`src/rtl/seq_ctrl_ws_pkg.sv`:
```
// seq_ctrl_ws_pkg: shared opcode/phase types, default sizes and opcode helpers for the sequencer
package seq_ctrl_ws_pkg;
  typedef enum logic [2:0] {HLT, SKZ, ADD, AND, XOR, LDA, STO, JMP} opcode_t;
  typedef enum logic [2:0] {
    INST_ADDR, INST_FETCH, INST_LOAD, IDLE, OP_ADDR, OP_FETCH, ALU_OP, STORE
  } state_t;
  localparam int TIMEOUT_DEF = 15;
  localparam int TO_W_DEF = 4;
  localparam int CNT_W_DEF = 16;
  function automatic logic is_aluop(opcode_t op);
    return op inside {ADD, AND, XOR, LDA};
  endfunction
  // Phases are encoded in cycle order, so STORE + 1 wraps to INST_ADDR.
  function automatic state_t next_phase(state_t s);
    return state_t'(s + 3'd1);
  endfunction
endpackage

```
`src/rtl/seq_ctrl_ws_if.sv`:
```
// seq_ctrl_ws_if: sequencer <-> IR/datapath/memory signal bundle
//   master: sequencer side (takes opcode/zero/mem_rdy/go, drives strobes, status, phase, retired)
//   slave : datapath/memory side
interface seq_ctrl_ws_if import seq_ctrl_ws_pkg::*; #(parameter int CNT_W = CNT_W_DEF);
  opcode_t opcode;
  logic zero;
  logic mem_rdy;
  logic go;
  logic mem_rd;
  logic mem_wr;
  logic load_ir;
  logic load_ac;
  logic load_pc;
  logic inc_pc;
  logic data_e;
  logic halt;
  logic err;
  state_t phase;
  logic [CNT_W-1:0] retired;
  modport master (
    input opcode, zero, mem_rdy, go,
    output mem_rd, mem_wr, load_ir, load_ac, load_pc, inc_pc, data_e, halt, err, phase, retired
  );
  modport slave (
    output opcode, zero, mem_rdy, go,
    input mem_rd, mem_wr, load_ir, load_ac, load_pc, inc_pc, data_e, halt, err, phase, retired
  );
endinterface

```
`src/rtl/seq_wait_timer.sv`:
```
// seq_wait_timer: counts consecutive wait cycles in one phase and flags the timeout
//   clk, rst_  : clock, async active-low reset
//   wait_i     : current phase is a wait phase
//   rdy_i      : memory ready
//   timeout_o  : last tolerated wait cycle passing with rdy_i still low
module seq_wait_timer #(
  parameter int TO_W = 4,
  parameter int TIMEOUT = 15
) (
  input  logic clk,
  input  logic rst_,
  input  logic wait_i,
  input  logic rdy_i,
  output logic timeout_o
);
  logic [TO_W-1:0] cnt_q, cnt_d;
  logic stall;
  assign stall = wait_i && !rdy_i;
  assign timeout_o = stall && (cnt_q == TO_W'(TIMEOUT - 1));
  assign cnt_d = (stall && !timeout_o) ? cnt_q + 1'b1 : '0;
  always_ff @(posedge clk or negedge rst_)
    if (!rst_) cnt_q <= '0;
    else cnt_q <= cnt_d;
endmodule

```
`src/rtl/seq_ctrl_ws.sv`:
```
// seq_ctrl_ws: eight-phase instruction sequencer with memory wait-states, timeout halt, resumable HLT
//   clk, rst_ : clock, async active-low reset
//   bus       : master side of seq_ctrl_ws_if (opcode/zero/mem_rdy/go in; strobes, halt, err, phase, retired out)
module seq_ctrl_ws import seq_ctrl_ws_pkg::*; #(
  parameter bit WAIT_EN = 1'b1,
  parameter int TIMEOUT = TIMEOUT_DEF,
  parameter int TO_W = TO_W_DEF,
  parameter int CNT_W = CNT_W_DEF
) (
  input logic clk,
  input logic rst_,
  seq_ctrl_ws_if.master bus
);
  state_t state_q, state_d;
  logic halt_q, halt_d, err_q, err_d;
  logic [CNT_W-1:0] retired_q, retired_d;
  logic alu, sto, jmp, skz, hlt, wait_ph, timeout, live;
  assign alu = is_aluop(bus.opcode);
  assign sto = bus.opcode == STO;
  assign jmp = bus.opcode == JMP;
  assign skz = bus.opcode == SKZ;
  assign hlt = bus.opcode == HLT;
  assign wait_ph = WAIT_EN && !err_q &&
                   (state_q == INST_LOAD || (state_q == ALU_OP && alu) || (state_q == STORE && sto));
  seq_wait_timer #(.TO_W(TO_W), .TIMEOUT(TIMEOUT)) u_tmr (
    .clk(clk),
    .rst_(rst_),
    .wait_i(wait_ph),
    .rdy_i(bus.mem_rdy),
    .timeout_o(timeout)
  );
  // HLT halts in OP_ADDR after its single inc_pc cycle; go on that same cycle skips the halt.
  always_comb begin
    state_d = state_q;
    halt_d = halt_q;
    err_d = err_q;
    retired_d = retired_q;
    if (err_q) begin
    end else if (timeout) begin
      err_d = 1'b1;
    end else if (state_q == OP_ADDR && hlt) begin
      state_d = bus.go ? OP_FETCH : OP_ADDR;
      halt_d = !bus.go;
    end else if (!(wait_ph && !bus.mem_rdy)) begin
      state_d = next_phase(state_q);
      retired_d = state_q == STORE ? retired_q + 1'b1 : retired_q;
    end
  end
  always_ff @(posedge clk or negedge rst_)
    if (!rst_) begin
      state_q <= INST_ADDR;
      halt_q <= 1'b0;
      err_q <= 1'b0;
      retired_q <= '0;
    end else begin
      state_q <= state_d;
      halt_q <= halt_d;
      err_q <= err_d;
      retired_q <= retired_d;
    end
  // Halted cycles (HLT or error) silence every strobe; OP_ADDR's inc_pc is thus first-cycle only.
  assign live = !err_q && !halt_q;
  assign bus.mem_rd = live && (state_q inside {INST_FETCH, INST_LOAD, IDLE} ||
                               (state_q inside {OP_FETCH, ALU_OP, STORE} && alu));
  assign bus.load_ir = live && state_q inside {INST_LOAD, IDLE};
  assign bus.load_ac = live && state_q inside {ALU_OP, STORE} && alu;
  assign bus.inc_pc = live && (state_q == OP_ADDR || (state_q == ALU_OP && skz && bus.zero) ||
                               (state_q == STORE && jmp));
  assign bus.load_pc = live && state_q inside {ALU_OP, STORE} && jmp;
  assign bus.data_e = live && state_q inside {ALU_OP, STORE} && sto;
  assign bus.mem_wr = live && state_q == STORE && sto;
  assign bus.halt = halt_q || err_q;
  assign bus.err = err_q;
  assign bus.phase = state_q;
  assign bus.retired = retired_q;
endmodule

```
`src/flat_wrapper.sv`:
```
// flat-port wrapper written by rule: the top's interface ports become plain ports
module seq_ctrl_ws_flat import seq_ctrl_ws_pkg::*;
#(
  parameter bit WAIT_EN = 1'b1,
  parameter int TIMEOUT = TIMEOUT_DEF,
  parameter int TO_W = TO_W_DEF,
  parameter int CNT_W = CNT_W_DEF
)
  (clk, rst_, bus_opcode, bus_zero, bus_mem_rdy, bus_go, bus_mem_rd, bus_mem_wr, bus_load_ir, bus_load_ac, bus_load_pc, bus_inc_pc, bus_data_e, bus_halt, bus_err, bus_phase, bus_retired);
  seq_ctrl_ws_if #(.CNT_W(CNT_W)) bus_i ();
  input logic clk;
  input logic rst_;
  input wire logic [$bits(bus_i.opcode)-1:0] bus_opcode;
  input wire logic [$bits(bus_i.zero)-1:0] bus_zero;
  input wire logic [$bits(bus_i.mem_rdy)-1:0] bus_mem_rdy;
  input wire logic [$bits(bus_i.go)-1:0] bus_go;
  output wire logic [$bits(bus_i.mem_rd)-1:0] bus_mem_rd;
  output wire logic [$bits(bus_i.mem_wr)-1:0] bus_mem_wr;
  output wire logic [$bits(bus_i.load_ir)-1:0] bus_load_ir;
  output wire logic [$bits(bus_i.load_ac)-1:0] bus_load_ac;
  output wire logic [$bits(bus_i.load_pc)-1:0] bus_load_pc;
  output wire logic [$bits(bus_i.inc_pc)-1:0] bus_inc_pc;
  output wire logic [$bits(bus_i.data_e)-1:0] bus_data_e;
  output wire logic [$bits(bus_i.halt)-1:0] bus_halt;
  output wire logic [$bits(bus_i.err)-1:0] bus_err;
  output wire logic [$bits(bus_i.phase)-1:0] bus_phase;
  output wire logic [$bits(bus_i.retired)-1:0] bus_retired;
  assign bus_i.opcode = bus_opcode;
  assign bus_i.zero = bus_zero;
  assign bus_i.mem_rdy = bus_mem_rdy;
  assign bus_i.go = bus_go;
  assign bus_mem_rd = bus_i.mem_rd;
  assign bus_mem_wr = bus_i.mem_wr;
  assign bus_load_ir = bus_i.load_ir;
  assign bus_load_ac = bus_i.load_ac;
  assign bus_load_pc = bus_i.load_pc;
  assign bus_inc_pc = bus_i.inc_pc;
  assign bus_data_e = bus_i.data_e;
  assign bus_halt = bus_i.halt;
  assign bus_err = bus_i.err;
  assign bus_phase = bus_i.phase;
  assign bus_retired = bus_i.retired;
  seq_ctrl_ws #(.WAIT_EN(WAIT_EN), .TIMEOUT(TIMEOUT), .TO_W(TO_W), .CNT_W(CNT_W)) u_core (.clk(clk), .rst_(rst_), .bus(bus_i));
endmodule
```
`config.mk`:
```
export PLATFORM = sky130hd
export DESIGN_NAME = seq_ctrl_ws_flat
export DESIGN_NICKNAME = d
export VERILOG_FILES = /design/src/rtl/seq_ctrl_ws_pkg.sv /design/src/rtl/seq_ctrl_ws_if.sv /design/src/rtl/seq_wait_timer.sv /design/src/rtl/seq_ctrl_ws.sv /design/src/flat_wrapper.sv
export SDC_FILE = /design/constraint.sdc
export NUM_CORES = 1
export LEC_CHECK = 0
export CAP_MARGIN = 20
export CORE_ASPECT_RATIO = 1.4
export CORE_MARGIN = 1.5
export CORE_UTILIZATION = 53
export CTS_CLUSTER_SIZE = 14
export DETAILED_ROUTE_END_ITERATION = 8
export GPL_TIMING_DRIVEN = 1
export PLACE_DENSITY = 0.85
export SLEW_MARGIN = 20
export SYNTH_ARGS = -nofsm -noshare
export SYNTH_HDL_FRONTEND = slang
export SYNTH_SLANG_ARGS = --single-unit
```
`constraint.sdc`:
```
create_clock -name clk -period 6.1 [get_ports clk]
set_input_delay 1.525 -clock clk [delete_from_list [all_inputs] [get_ports clk]]
set_output_delay 1.525 -clock clk [all_outputs]
set_load 0.05 [all_outputs]
```
=== Word-level counts from Yosys, hierarchy flattened ===
Index checks and enable logic that the tools add are counted.

* Output and inout bits: 28
* Register bits: 25
* Input bits: 8
* Word-level logic and storage cells: 75

* Equal/unequal tests: 16
* Multiplexer cells: 6
* Bitwise operators: 4
* Add/subtract/negate cells: 3
* Reductions and logical operators: 41

{| class="wikitable"
|+ Operator list
! cell !! number
|-
| $eq 3x3->1 const B || 8
|-
| $logic_and 1x1->1 || 21
|-
| $add 16x1->16 const B || 1
|-
| $eq 3x2->1 const B || 4
|-
| $eq 3x1->1 const B || 2
|-
| $logic_or 1x1->1 || 6
|-
| $mux 3 || 2
|-
| $reduce_and 3->1 || 2
|-
| $reduce_bool 3->1 || 2
|-
| $logic_not 1->1 || 5
|-
| $reduce_and 5->1 || 1
|-
| $add 4x1->4 const B || 1
|-
| $eq 4x4->1 const B || 1
|-
| $mux 4 || 1
|-
| $not 1->1 || 4
|-
| $reduce_bool 2->1 || 2
|-
| $reduce_bool 4->1 || 1
|-
| $add 3x1->3 const B || 1
|-
| $logic_not 3->1 || 1
|-
| $mux 1 || 3
|-
| $ne 2x1->1 const B || 1
|}

=== Longest topological paths before layout ===
* Word-level depth: 11
* Mapped depth: 9
* Depth with buffers taken out: 7

=== By module ===
A second synthesis with hierarchy kept.

* Cells, all modules: 144
* Area total of the unflattened synthesis: 1,441.4 um^2

{| class="wikitable"
|+ Modules (own cells, without submodules)
! module !! cells each !! seq. area each (um^2) !! area an instance (um^2) !! instances
|-
| seq_ctrl_ws || 127 || 525.5 || 1,255.0 || 1
|-
| seq_wait_timer || 17 || 100.1 || 186.4 || 1
|}

=== Worst setup path before layout ===
OpenSTA, ideal clock, no wires.

* Path kind: in2out
* Start point: input bus_opcode[2]
* End point: output bus_mem_rd
* Slack: 1.195 ns
* Data arrival time: 3.380 ns
* Data required time: 4.575 ns
* Cell stages on the path: 5
* Path buffers: 1
* Cell sequence: buf_4 -> xnor2_1 -> nor2_1 -> a21oi_1 -> o22ai_1

* Longest elaborated chain between the ends: 5
* Elaborated cells between the ends (all ways): 8
* Those cells by class: eq/ne: 4; reduce/logical: 4

{| class="wikitable"
|+ RTL lines
! element !! line !! text
|-
| from (decl) || flat_wrapper.sv:13 || <nowiki>input wire logic [$bits(bus_i.opcode)-1:0] bus_opcode;</nowiki>
|-
| $eq 3x2->1 or $eq 3x3->1 (tied branches) || seq_ctrl_ws_pkg.sv:11 || <nowiki>return op inside {ADD, AND, XOR, LDA};</nowiki>
|-
| $reduce_bool 4->1 * || seq_ctrl_ws_pkg.sv:11 ||
|-
| $logic_and 1x1->1 * || seq_ctrl_ws.sv:64 || <nowiki>(state_q inside {OP_FETCH, ALU_OP, STORE} && alu));</nowiki>
|-
| $logic_or 1x1->1 * || seq_ctrl_ws.sv:63 || <nowiki>assign bus.mem_rd = live && (state_q inside {INST_FETCH, INST_LOAD, IDLE} ||</nowiki>
|-
| $logic_and 1x1->1 * || seq_ctrl_ws.sv:63 ||
|-
| to (decl) || flat_wrapper.sv:17 || <nowiki>output wire logic [$bits(bus_i.mem_rd)-1:0] bus_mem_rd;</nowiki>
|}

Mark *: on every way between the ends. The rest lies on a longest branch, timed or not.

=== Worst setup path after layout ===
* Start point: input bus_opcode[2]
* End point: output bus_inc_pc

* Longest elaborated chain between the ends: 6
* Elaborated cells between the ends (all ways): 8
* Those cells by class: eq/ne: 2; reduce/logical: 6

{| class="wikitable"
|+ RTL lines
! element !! line !! text
|-
| $eq 3x1->1 || seq_ctrl_ws.sv:21 || <nowiki>assign skz = bus.opcode == SKZ;</nowiki>
|-
| $logic_and 1x1->1 (2 in a row) || seq_ctrl_ws.sv:67 || <nowiki>assign bus.inc_pc = live && (state_q == OP_ADDR || (state_q == ALU_OP && skz && bus.zero) ||</nowiki>
|-
| $logic_or 1x1->1 || seq_ctrl_ws.sv:67 ||
|-
| $logic_or 1x1->1 * || seq_ctrl_ws.sv:67 ||
|-
| $logic_and 1x1->1 * || seq_ctrl_ws.sv:67 ||
|-
| to (decl) || flat_wrapper.sv:22 || <nowiki>output wire logic [$bits(bus_i.inc_pc)-1:0] bus_inc_pc;</nowiki>
|}

Marked as above.

==> key figures <==
Placement
  – Gp weighted congestion: a little under 0.8
  – I/O Buffers: 35
  – Detailed placement HPWL: 2519 um
  – Pre-CTS setup slack: 1.005 ns
  – Placed instance area: between 1500 and 2000 um^2

Global routing
  – First-pass GRT wire length: 5402 um
  – Grt ovf: 0
  – Largest net degree at the start of global routing: 26
  – Initial antenna violation count: 0
  – Vias in the first global route: 1275
  – Total track usage: 0.2399

Worst setup path
  – Crit path max fanout: 8
  – Critical path arrival: 3.60 ns
  – WP data required: around 4.6 ns
  – Crit Path Class: primary input to primary output
  – Crit path capture type: primary output
  – CP startpoint kind: primary input

Synth
  – Syn nets: about 170
  – Post-synth top cells: dfrtp_1, nor2_1, nand2_1
  – Mapped Area: 1493 um^2
  – Asr flop ratio synth: 1.000
  – Cells after Synth: about 150
  – YS warnings: 0
  – Sequential fraction of the synthesis area: 0.4191
  – Count leader, synth: dfrtp_1
  – Area leader, netlist: dfrtp_1
  – Yosys top cell area share: 0.4191
  – Ranking of synthesized cells by area: dfrtp_1, ha_1, xor2_1
  – Avg Cell Area, Syn: between 10 and 15 um^2
  – Flops & latches, synth: 25
  – Top FF cell, synth: dfrtp_1
  – Number of synthesized flops with an enable pin: 0
  – Synth unique cells: 36

Timing
  – RSZ-0062 raised after global routing: false
  – Final setup viols: 0
  – TNS Setup: 0 ns
  – Hold slack: between 0.4 and 0.5 ns
  – Max_slew headroom: 0.5510
  – Hold Vio Cnt, Final: 0
  – Clock skew: between 0.009 and 0.01 ns
  – Achievable Freq: 0.1951 GHz
  – Tcrit/Tclk final: 0.8402
  – Setup slack after layout: 0.9747 ns
  – Worst Max-Slew Pin Slew: 0.6679 ns
  – Post-layout min period: 5.125 ns
  – Slew Limit Fails: 0

Finish
  – Multi-input gate area: 792.0 um^2
  – Area growth, synth to finish: 24.64%
  – # diodes: 0
  – Post-layout instance area: 1861 um^2
  – Share of cells above drive strength 1: 0.08197
  – Register area: roughly 630 um^2
  – # fillers: 207
  – Fin nets: 201

CTS
  – Setup Buffers After CTS: 0
  – # H-tree levels: 1
  – # hold bufs at CTS: 0
  – Reg clk slew, reported paths: 0.12 ns
  – Clock Path Buffers: 2
  – CTS tree: yes
  – Buffer type at the clock tree root: clkbuf_4
  – Clock sinks: 25
  – CTS buffer count: 3
  – Clock Latency Late Sink: 0.32 ns
  – # resized after CTS: 0

Die
  – DIE HEIGHT: between 60 and 70 um
  – Die area: 3148 um^2
  – Io pins: 36
  – Die X: 47.85 um
  – Initial Util: 0.5649
  – Core Region: 2643 um^2
  – FP Rows: 22

Power
  – Power Density: approximately 400 nW/um^2
  – Worst VDD drop: around 350 uV
  – Total Power: 763.6 uW
  – Lkg Pwr: ~0.85 nW

Status
  – Status: complete, no violations

Detailed routing
  – Drt first-iter violations: 31
  – DRC Markers: 0
  – Total wire length: between 3000 and 4000 um
  – Number of vias per cell: ~5.7
  – ANT nets after route: 0
  – First-pass detailed-route iteration total: 4
  – Via count: between 1000 and 1500
  – Routed len/inst: around 15 um

Flow run
  – Number of max-cap violations: 0

Worst hold path
  – Hold Path Class: flip-flop to flip-flop
==> cells in the final DEF, fill, tap and decap left out, types with 2 or more instances in the layout <==
| master | count |
|---|---|
| dfrtp_1 | 25 |
| a31oi_1 | 2 |
| ha_1 | 9 |
| xor2_1 | 10 |
| nor3_2 | 4 |
| clkbuf_4 | 3 |
| nand3_1 | 8 |
| and3_1 | 5 |
| xnor2_1 | 8 |
| nor4_2 | 3 |
| nand2_1 | 11 |
| nor3_1 | 6 |
| nor2_1 | 13 |
| a21oi_1 | 5 |
| nand4_1 | 7 |
| o21ai_0 | 3 |
| clkdlybuf4s50_1 | 34 |
| inv_1 | 7 |
==> layout make-up <==
cell class                      count  area share
Multi-Input combinational cell    112      0.4257
Sequential cell                    25      0.3362
Timing Repair Buffer               35      0.1856
Tap cell                           36     0.02421
Clock buffer                        4     0.01412
Inverter                            7     0.01412
==> registers in the layout, indices dropped and copies added (netlist names) <==
signal              count
u_core.bus.phase        3
u_core.bus.retired     16
u_core.bus.err          1
u_core.halt_q           1
u_core.u_tmr.cnt_q      4
==> routing by layer <==
metal,track usage,part of all wire,up-vias,wire (um)
met5,0,0,-,0
met4,0.09797,0.029,0,95
met3,0.05191,0.047,13,157
met2,0.4000,0.52,44,1717
met1,0.2862,0.41,602,1345
li1,-,-,587,-
==> where the power goes <==
group          internal [mW]  total (mW)  switching (mW)  leakage, nW
sequential             0.198       0.241          0.0429        0.333
clock                 0.0256      0.0729          0.0473       0.0150
combinational          0.148       0.450           0.301        0.503
==> kinds of logic (layout without fill, tap and decap cells) <==
| family | count (synthesis) | count (layout) | synth area share |
|---|---|---|---|
| AO/OA/AOI/OAI | 17 | 17 | 0.07460 |
| multiplexers | 2 | 2 | 0.01509 |
| AND/OR/NAND/NOR | 66 | 66 | 0.2599 |
| flip-flops | 25 | 25 | 0.4191 |
| adder cells (fa/ha/maj) | 9 | 9 | 0.07544 |
| XOR/XNOR | 18 | 18 | 0.1056 |
| buffers and inverters | 12 | 46 | 0.05029 |
==> stage by stage <==
stage / cells / util
after CTS: 219 / 0.7060
final: 219 / 0.7041
after global routing: 219 / 0.7041
after global placement: 215 / 0.6960
after detailed placement: 215 / 0.6960
after floorplan: 149 / -
==> critical path, cell delays in order <==
cell and delay, ns:
clkdlybuf4s50_1 0.56, or2_1 0.34, nor2_1 0.12, o21ai_0 0.09, a21oi_1 0.15, clkdlybuf4s50_1 0.82
==> worst paths after layout <==
kind,startpoint,end,slack [ns],cells past startpoint
worst min-delay path,u_core.bus.retired[15],u_core.bus.retired[15],0.48,1
max in group asynchronous,rst_,u_core.bus.retired[8],4.56,1
worst max register to register,u_core.bus.phase[0],u_core.bus.retired[1],3.53,7
worst min register to register,u_core.bus.retired[15],u_core.bus.retired[15],0.48,1
min in group asynchronous,rst_,u_core.bus.retired[7],1.17,1
worst max-delay path,bus_opcode[2],bus_inc_pc,0.97,6
Power figures use the tool's default switching activity.
